===== config.mk =====
export PLATFORM = sky130hd
export DESIGN_NAME = bus_sync_capture
export DESIGN_NICKNAME = d
export VERILOG_FILES = /design/src/rtl/bus_sync_capture.sv
export SDC_FILE = /design/constraint.sdc
export NUM_CORES = 1
export LEC_CHECK = 0
export BUFFER_PORTS_ARGS = -buffer_cell sky130_fd_sc_hd__buf_2
export CAP_MARGIN = 30
export CORE_MARGIN = 10
export CORE_UTILIZATION = 50
export DETAILED_ROUTE_END_ITERATION = 12
export HOLD_SLACK_MARGIN = 0.1
export PLACE_DENSITY_LB_ADDON = 0.2
export SLEW_MARGIN = 30
export SYNTH_ARGS = -nofsm -noshare
export SYNTH_HDL_FRONTEND = slang
export SYNTH_SLANG_ARGS = --single-unit

===== constraint.sdc =====
create_clock -name CLK -period 4.55 [get_ports CLK]
set_input_delay 0.91 -clock CLK [delete_from_list [all_inputs] [get_ports CLK]]
set_output_delay 0.91 -clock CLK [all_outputs]
set_load 0.005 [all_outputs]

===== src/rtl/bus_sync_capture.sv =====
// bus_sync_capture: qualifies a quasi-static source-domain bus using an
// already-synchronized enable bit. Each accepted enable event captures the
// bus, emits a one-cycle pulse and holds the word under a valid/ready
// handshake. Events arriving while a word is still unconsumed are dropped
// and flagged on the sticky OVERRUN output.
module bus_sync_capture #(
  parameter int BUS_WIDTH   = 8,
  parameter int TOGGLE_MODE = 0,
  parameter int CNT_WIDTH   = 8
) (
  input  logic                 CLK,
  input  logic                 RST,
  input  logic                 SYNC_EN,
  input  logic [BUS_WIDTH-1:0] UNSYNC_BUS,
  input  logic                 RDY_IN,
  input  logic                 CLR_ERR,
  output logic [BUS_WIDTH-1:0] SYNC_BUS,
  output logic                 ENABLE_PULSE,
  output logic                 DATA_VLD,
  output logic                 OVERRUN,
  output logic [CNT_WIDTH-1:0] EVT_CNT
);

  typedef enum logic [1:0] {
    INIT = 2'd0,
    IDLE = 2'd1,
    HOLD = 2'd2
  } state_t;

  state_t               state_q;
  logic                 prev_q;
  logic [BUS_WIDTH-1:0] bus_q;
  logic                 pulse_q;
  logic                 vld_q;
  logic                 ovr_q;
  logic [CNT_WIDTH-1:0] cnt_q;

  logic evt;
  logic xfer;

  // Event detect; suppressed in INIT so a high enable out of reset is not an event.
  always_comb begin
    evt = 1'b0;
    if (state_q != INIT) begin
      if (TOGGLE_MODE != 0) begin
        evt = SYNC_EN ^ prev_q;
      end else begin
        evt = SYNC_EN & ~prev_q;
      end
    end
    xfer = vld_q & RDY_IN;
  end

  // Capture FSM with registered outputs; a drop in the same cycle as CLR_ERR keeps OVERRUN set.
  always_ff @(posedge CLK) begin
    if (RST) begin
      state_q <= INIT;
      prev_q  <= 1'b0;
      bus_q   <= '0;
      pulse_q <= 1'b0;
      vld_q   <= 1'b0;
      ovr_q   <= 1'b0;
      cnt_q   <= '0;
    end else begin
      prev_q  <= SYNC_EN;
      pulse_q <= 1'b0;
      if (CLR_ERR) begin
        ovr_q <= 1'b0;
      end
      case (state_q)
        INIT: begin
          state_q <= IDLE;
        end
        IDLE: begin
          if (evt) begin
            bus_q   <= UNSYNC_BUS;
            pulse_q <= 1'b1;
            cnt_q   <= cnt_q + CNT_WIDTH'(1);
            vld_q   <= 1'b1;
            state_q <= HOLD;
          end
        end
        HOLD: begin
          if (evt && xfer) begin
            bus_q   <= UNSYNC_BUS;
            pulse_q <= 1'b1;
            cnt_q   <= cnt_q + CNT_WIDTH'(1);
          end else if (evt) begin
            ovr_q <= 1'b1;
          end else if (xfer) begin
            vld_q   <= 1'b0;
            state_q <= IDLE;
          end
        end
        default: begin
          state_q <= INIT;
          vld_q   <= 1'b0;
        end
      endcase
    end
  end

  assign SYNC_BUS     = bus_q;
  assign ENABLE_PULSE = pulse_q;
  assign DATA_VLD     = vld_q;
  assign OVERRUN      = ovr_q;
  assign EVT_CNT      = cnt_q;

endmodule


==> impl_metrics.toml, run 1 <==
[clock_network]
numCtsBuffers = 3
holdBufCountCts = 0
cts_tree = "done"
clock_path_buffers = 2
clock-sinks = 22
clock_latency_ps = 300
cts-root-buf = "clkbuf_4"
postCtsSetupBuffers = 0
path_clk_slew_ps = 120
cts_resized = 0
htreeDepth = 1

[timing]
finClkSkew_ps = 7.99
slew_viol_final = 0
rsz0062_at_grt = "no"
setup_viol = 0
timing.final.crit_share_pct = 44.5
maxSlewHeadroom_pct = 64.9
tightest_slew_ps = 526
fin_setup_tns_ps = 0
max_clock_freq_ghz = 0.494
min_period_ps = 2030
finalHoldViolCount = 0

[cells_and_area]
diodes = 0
layout_commonest_cell = "buf_2"
regArea_um2 = 440
fillers = 183
finalNetCount = 152
layout-drive-gt1-share_pct = 27.6
most-common-layout-cells = "buf_2 (31), dfxtp_1 (22), nor2_1 (19), mux2i_1 (9), nand2_1 (5)"
area_growth_syn_to_layout_pct = 19.7
multi_input_area_um2 = 512

[setup_path]
cp.required_ps = 4730
worst_setup_path_end_kind = "flip-flop"
worstSetupStartpointType = "flip-flop"
crit_arrival_ps = 2210
reg2reg_from = "state_q[0]"
crit_end = "SYNC_BUS[3]"
r2r_cells = 6
reg2reg_slack_ps = 2520
cp_slowest_stage_delay_ps = 530
cp_slowest_cell = "o21a_1"
r2r_end = "SYNC_BUS[3]"
cp_max_fo = 10
critPathKind = "flip-flop to flip-flop"
worstPathCellList = "inv_1 > ha_1 > nor3b_1 > o21a_1 > mux2i_1 > nor2_1"
setup.worst_path.start = "state_q[0]"

[floorplan]
fp-row-count = 16
dieArea_um2 = 4180
initial_core_util_pct = 51.8
die-height_um = 64.6
ios = 32
coreArea_um2 = 1920
die_width_um = 64.6

[global_routing]
grt_pass1_wl_mm = 3.57
grt_max_degree = 24
groute.usage.overall_pct = 10.1
grt_antenna_before_repair = 0
grt_pass1_vias = 826
grt_overflow = 0

[status]
status = "completed"

[logic_synthesis]
ys_seq_area_share_pct = 44.2
ys.warnings.count = 0
syn-num-nets = 121
syn_inst = 104
syn_avg_cell_area_um2 = 9.58
synth_cell_types = 35
syn_area_um2 = 996
ys_top_cells_by_area = "dfxtp_1 (44%), mux2i_1 (9.0%), nor2_1 (7.2%)"
ys_ff_latch = 22
yosys.area.top_type = "dfxtp_1"
synth_top_area_share_pct = 44.2

[worst_hold_path]
hold_path_class = "flip-flop to flip-flop"

[drt]
drc = 0
wl_mm = 2.05
dr.pass1.iters = 4
via_per_inst = 5.09
drt_iter0_markers = 20
vias = 819
ant_nets = 0
wl_per_cell_um = 12.8

[placed_design]
io_buffers = 31
hpwl_mm = 1.60
gp_congestion = 0.802

[pwr]
vdd_drop_max_v = 0.000169
power_mw = 0.373
power.density_nw_per_um2 = 313
power.static_leakage_nw = 0.514

[flow_run]
drv_cap = 0
[worst min-delay path by stage]
stage | start | end | depth (start not counted)
4_1_cts | SYNC_BUS[1] | SYNC_BUS[1] | 2
5_1_grt | SYNC_BUS[3] | SYNC_BUS[3] | 2
2_1_floorplan | OVERRUN | OVERRUN | 2
3_3_place_gp | SYNC_BUS[6] | SYNC_BUS[6] | 2
6_report | OVERRUN | OVERRUN | 2
3_5_place_dp | OVERRUN | OVERRUN | 2
[final cells by class]
type | count | share of cell area, %
timing repair buffer | 31 | 13.0
clock buffer | 4 | 3.04
inverter | 4 | 1.26
sequential | 22 | 36.9
tap | 27 | 2.83
multi-input combinational | 73 | 42.9
[cell usage after synthesis]
master,count
dfxtp_1,22
nor2_1,19
mux2i_1,9
nand2_1,5
ha_1,4
inv_1,4
a211oi_1,3
a21oi_1,3
o21ai_0,3
xor2_1,3
clkbuf_1,2
nor2b_1,2
nor3_1,2
o2111ai_1,2
a32oi_1,1
and2_1,1
and2b_4,1
and3_1,1
buf_2,1
buf_6,1
clkbuf_2,1
mux2_1,1
nand3b_1,1
nor3b_1,1
nor4_1,1
nor4b_1,1
nor4bb_1,1
o2111ai_4,1
o21a_1,1
o31ai_1,1
or2b_1,1
or3_1,1
or3b_1,1
or4_1,1
xnor2_1,1
[registers in the layout, indices dropped and copies added, names as in the netlist]
name,flops
EVT_CNT,8
DATA_VLD,1
state_q,2
SYNC_BUS,8
OVERRUN,1
ENABLE_PULSE,1
prev_q,1
[cells by family after synthesis]
| group | count (synthesis) | synth area share, % |
|---|---|---|
| xor+xnor | 4 | 3.52 |
| fa+ha+maj | 4 | 5.03 |
| compound gates | 15 | 12.1 |
| buf+inv | 9 | 4.40 |
| flops | 22 | 44.2 |
| mux | 10 | 10.2 |
| simple gates | 40 | 20.6 |
[through the flow]
step / setup slack [ps] / instances / utilization [%] / hold WS [ps] / cell area (um^2)
CTS: 2490 / 161 / 62.0 / 512 / 1190
global placement: 2200 / 157 / 60.2 / 472 / 1160
detailed placement: 2180 / 157 / 60.2 / 483 / 1160
floorplan: 2490 / 104 / - / 471 / 996
global route: 2310 / 161 / 62.0 / 545 / 1190
finish: 2520 / 161 / 62.0 / 505 / 1190
[where the power goes]
| part | total (mW) | leakage [nW] | internal [mW] | switching (mW) |
|---|---|---|---|---|
| clock network | 0.106 | 0.0210 | 0.0487 | 0.0576 |
| logic | 0.0617 | 0.315 | 0.0277 | 0.0340 |
| registers | 0.205 | 0.178 | 0.200 | 0.00539 |
| total | 0.373 | 0.514 | 0.276 | 0.0970 |
[per-layer routing]
metal,up-vias,track usage (%),wire length (um)
li1,419,-,-
met1,379,12.2,961
met2,19,16.1,963
met3,2,3.26,113
met4,0,4.01,16
met5,-,0,0
[worst max-delay path, delay by kind of cell, from the launching register on]
family	cells	cell delay, ps
DFF	1	380
adders and majority gates	1	270
muxes	1	240
and+or+nand+nor	2	430
AOI/OAI and AO/OA	1	530
buffers and inverters	1	70
(Power assumes the default switching activity.)
==> inputs of run 2 (changes only) <==
Settings changed: ABC_AREA set to 1, CORE_UTILIZATION 50 to 46.
Clock period 4.55 ns to 1.6 ns, I/O delays scaled along.
==> run 2 against run 1 <==
  * Power increased to 3.5 times the previous value
  * Clock skew decreased by 6.4 ps
  * Non-clock buffer count increased by 3
  * First-iteration DRC count increased by 130%
  * Synthesized area increased by 23%
  * Sequential share of layout area decreased by 6.6 points
  * Highest routed layer unchanged
==> impl_metrics.toml, run 2 <==
[status]
status = "completed"

[drt]
vias = 1023
wl_per_cell_um = 12.6
ant_nets = 0
dr.pass1.iters = 4
via_per_inst = 4.87
drc = 0
wl_mm = 2.65
drt_iter0_markers = 45

[pwr]
combPwrFrac_pct = 20.7
power.density_nw_per_um2 = 893
power.static_leakage_nw = 0.655
pwr-share-seq_pct = 45.8
swShare_pct = 28.4
p_int_mw = 0.928
clkPwrFrac_pct = 33.5
switchingPower_mw = 0.369
vdd_drop_max_v = 0.000571

[setup_path]
cp_max_fo = 12
reg2reg_slack_ps = 100
cp_slowest_stage_delay_ps = 360
worst_setup_path_end_kind = "flip-flop"
crit_arrival_ps = 1710
cp.required_ps = 1820
r2r_end = "SYNC_BUS[1]"
critPathKind = "flip-flop to flip-flop"
cp_slowest_cell = "dfxtp_1"
worstPathCellList = "inv_1 > ha_1 > inv_4 > nand3_2 > inv_2 > nand2_4 > buf_4 > nand3_1 > a21oi_2"
r2r_cells = 9
reg2reg_from = "state_q[0]"
worstSetupStartpointType = "flip-flop"

[worst_hold_path]
whs_path_depth = 3
min_from = "UNSYNC_BUS[0]"
min_delay_worst_endpoint = "SYNC_BUS[0]"
hold_path_class = "primary input to flip-flop"

[placed_design]
hpwl_mm = 2.04
io_buffers = 31
dp_slack_ps = 35.2
gp_congestion = 0.795
dpl_cell_area_um2 = 1380

[logic_synthesis]
syn_inst = 147
synth_top_area_share_pct = 35.9
ys_seq_area_share_pct = 35.9
ys.warnings.count = 0
synthTopCellsByCount = "nand2_1 (24), dfxtp_1 (22), a21oi_2 (16), nand3_1 (16), inv_1 (15)"
ys_ff_latch = 22
syn_avg_cell_area_um2 = 8.34
syn-num-nets = 164
ys.flop_type = "dfxtp_1"
yosys.area.top_type = "dfxtp_1"
syn_area_um2 = 1230
synth-edff-count = 0
yosysMostFrequentCell = "nand2_1"
synth-async-reset-ratio_pct = 0
synth_cell_types = 22
ys_top_cells_by_area = "dfxtp_1 (36%), a21oi_2 (11%), nand2_1 (7.3%)"

[global_routing]
groute.usage.overall_pct = 10.4
grt_antenna_before_repair = 0
grt_overflow = 0
grt_pass1_vias = 1051
grt_pass1_wl_mm = 4.53
grt_max_degree = 21

[cells_and_area]
diodes = 0
utilization_pct = 58.1
regArea_um2 = 440
finalNetCount = 198
most-common-layout-cells = "buf_2 (31), nand2_1 (24), dfxtp_1 (22), nand3_1 (16), a21oi_2 (16)"
area_growth_syn_to_layout_pct = 18.4
layout_commonest_cell = "buf_2"
fillers = 254
multi_input_area_um2 = 669
fin_area_um2 = 1450
layout-drive-gt1-share_pct = 47.8

[clock_network]
numCtsBuffers = 3
path_clk_slew_ps = 130
cts_tree = "done"
htreeDepth = 1
clock_latency_ps = 310
holdBufCountCts = 0
cts-root-buf = "clkbuf_4"
clock-sinks = 22
clock_path_buffers = 2

[floorplan]
dieArea_um2 = 5130
ios = 32
die_width_um = 71.6
initial_core_util_pct = 49.0
fp-row-count = 18
coreArea_um2 = 2500
die-height_um = 71.6

[timing]
setup_viol = 0
fin_setup_tns_ps = 0
min_period_ps = 1500
slew_viol_final = 0
rsz0062_at_grt = "no"
maxSlewHeadroom_pct = 84.1
layout_setup_ws_ps = 103
finalHoldViolCount = 0
max_clock_freq_ghz = 0.668
timing.final.crit_share_pct = 93.5
finClkSkew_ps = 1.63
tightest_slew_ps = 238

[flow_run]
drv_cap = 0
-- run 2: worst max-delay path: cells and delay by family (launching register included) --
family / cells / cell delay (ps)
flip-flops: 1 / 360
buffers and inverters: 4 / 450
adder cells (fa/ha/maj): 1 / 230
AO/OA/AOI/OAI: 1 / 60
AND/OR/NAND/NOR: 3 / 300
-- run 2: worst max path at each step --
stage,from,endpoint,cells after the start
finish,state_q[0],SYNC_BUS[1],9
global route,state_q[1],EVT_CNT[1],9
CTS,state_q[1],EVT_CNT[4],10
detailed placement,state_q[1],EVT_CNT[4],10
global placement,state_q[0],EVT_CNT[6],10
floorplan,state_q[0],EVT_CNT[3],11
-- run 2: layout make-up --
class	instances	share of cell area, %
well taps	30	2.59
clock buffers	3	1.55
repair buffers	34	12.2
inverters	19	5.09
multi-input cells	101	46.1
flip-flops and latches	22	30.3
clock inverters	1	2.07
-- run 2: stage by stage --
| stage | hold slack (ps) | cells | power (mW) |
|---|---|---|---|
| 6_report | 233 | 210 | 1.30 |
| 5_1_grt | 218 | 210 | 1.36 |
| 4_1_cts | 221 | 209 | 1.31 |
| 3_5_place_dp | 453 | 205 | 0.868 |
| 3_3_place_gp | 450 | 205 | 0.857 |
| 2_1_floorplan | 445 | 147 | 0.811 |
-- run 2: cell families after synthesis --
kind of cell,share of synthesized area (%)
buffers and inverters,11.1
flip-flops,35.9
AO/OA/AOI/OAI,12.9
adder cells (fa/ha/maj),4.08
AND/OR/NAND/NOR,36.0
-- run 2: layer usage --
metal / track usage, % / part of all wire, % / up-vias
met4: 4.95 / 1.9 / 0
met5: 0 / 0 / -
met3: 3.58 / 6.3 / 7
li1: - / - / 536
met1: 11.7 / 43 / 455
met2: 17.3 / 48 / 25
-- run 2: what timing repair did --
action,in CTS,in global routing
endpoints found under the hold margin,0,0
resized for setup,0,1
setup buffers,0,0
setup endpoints to repair,0,16
-- run 2: power groups by stage --
| stage | clock network (mW) | logic [mW] | registers [mW] |
|---|---|---|---|
| final | 0.435 | 0.268 | 0.593 |
| after CTS | 0.451 | 0.265 | 0.594 |
| after detailed placement | 0 | 0.263 | 0.605 |
| after floorplan | 0 | 0.206 | 0.605 |
| after global routing | 0.462 | 0.302 | 0.596 |
| after global placement | 0 | 0.254 | 0.603 |
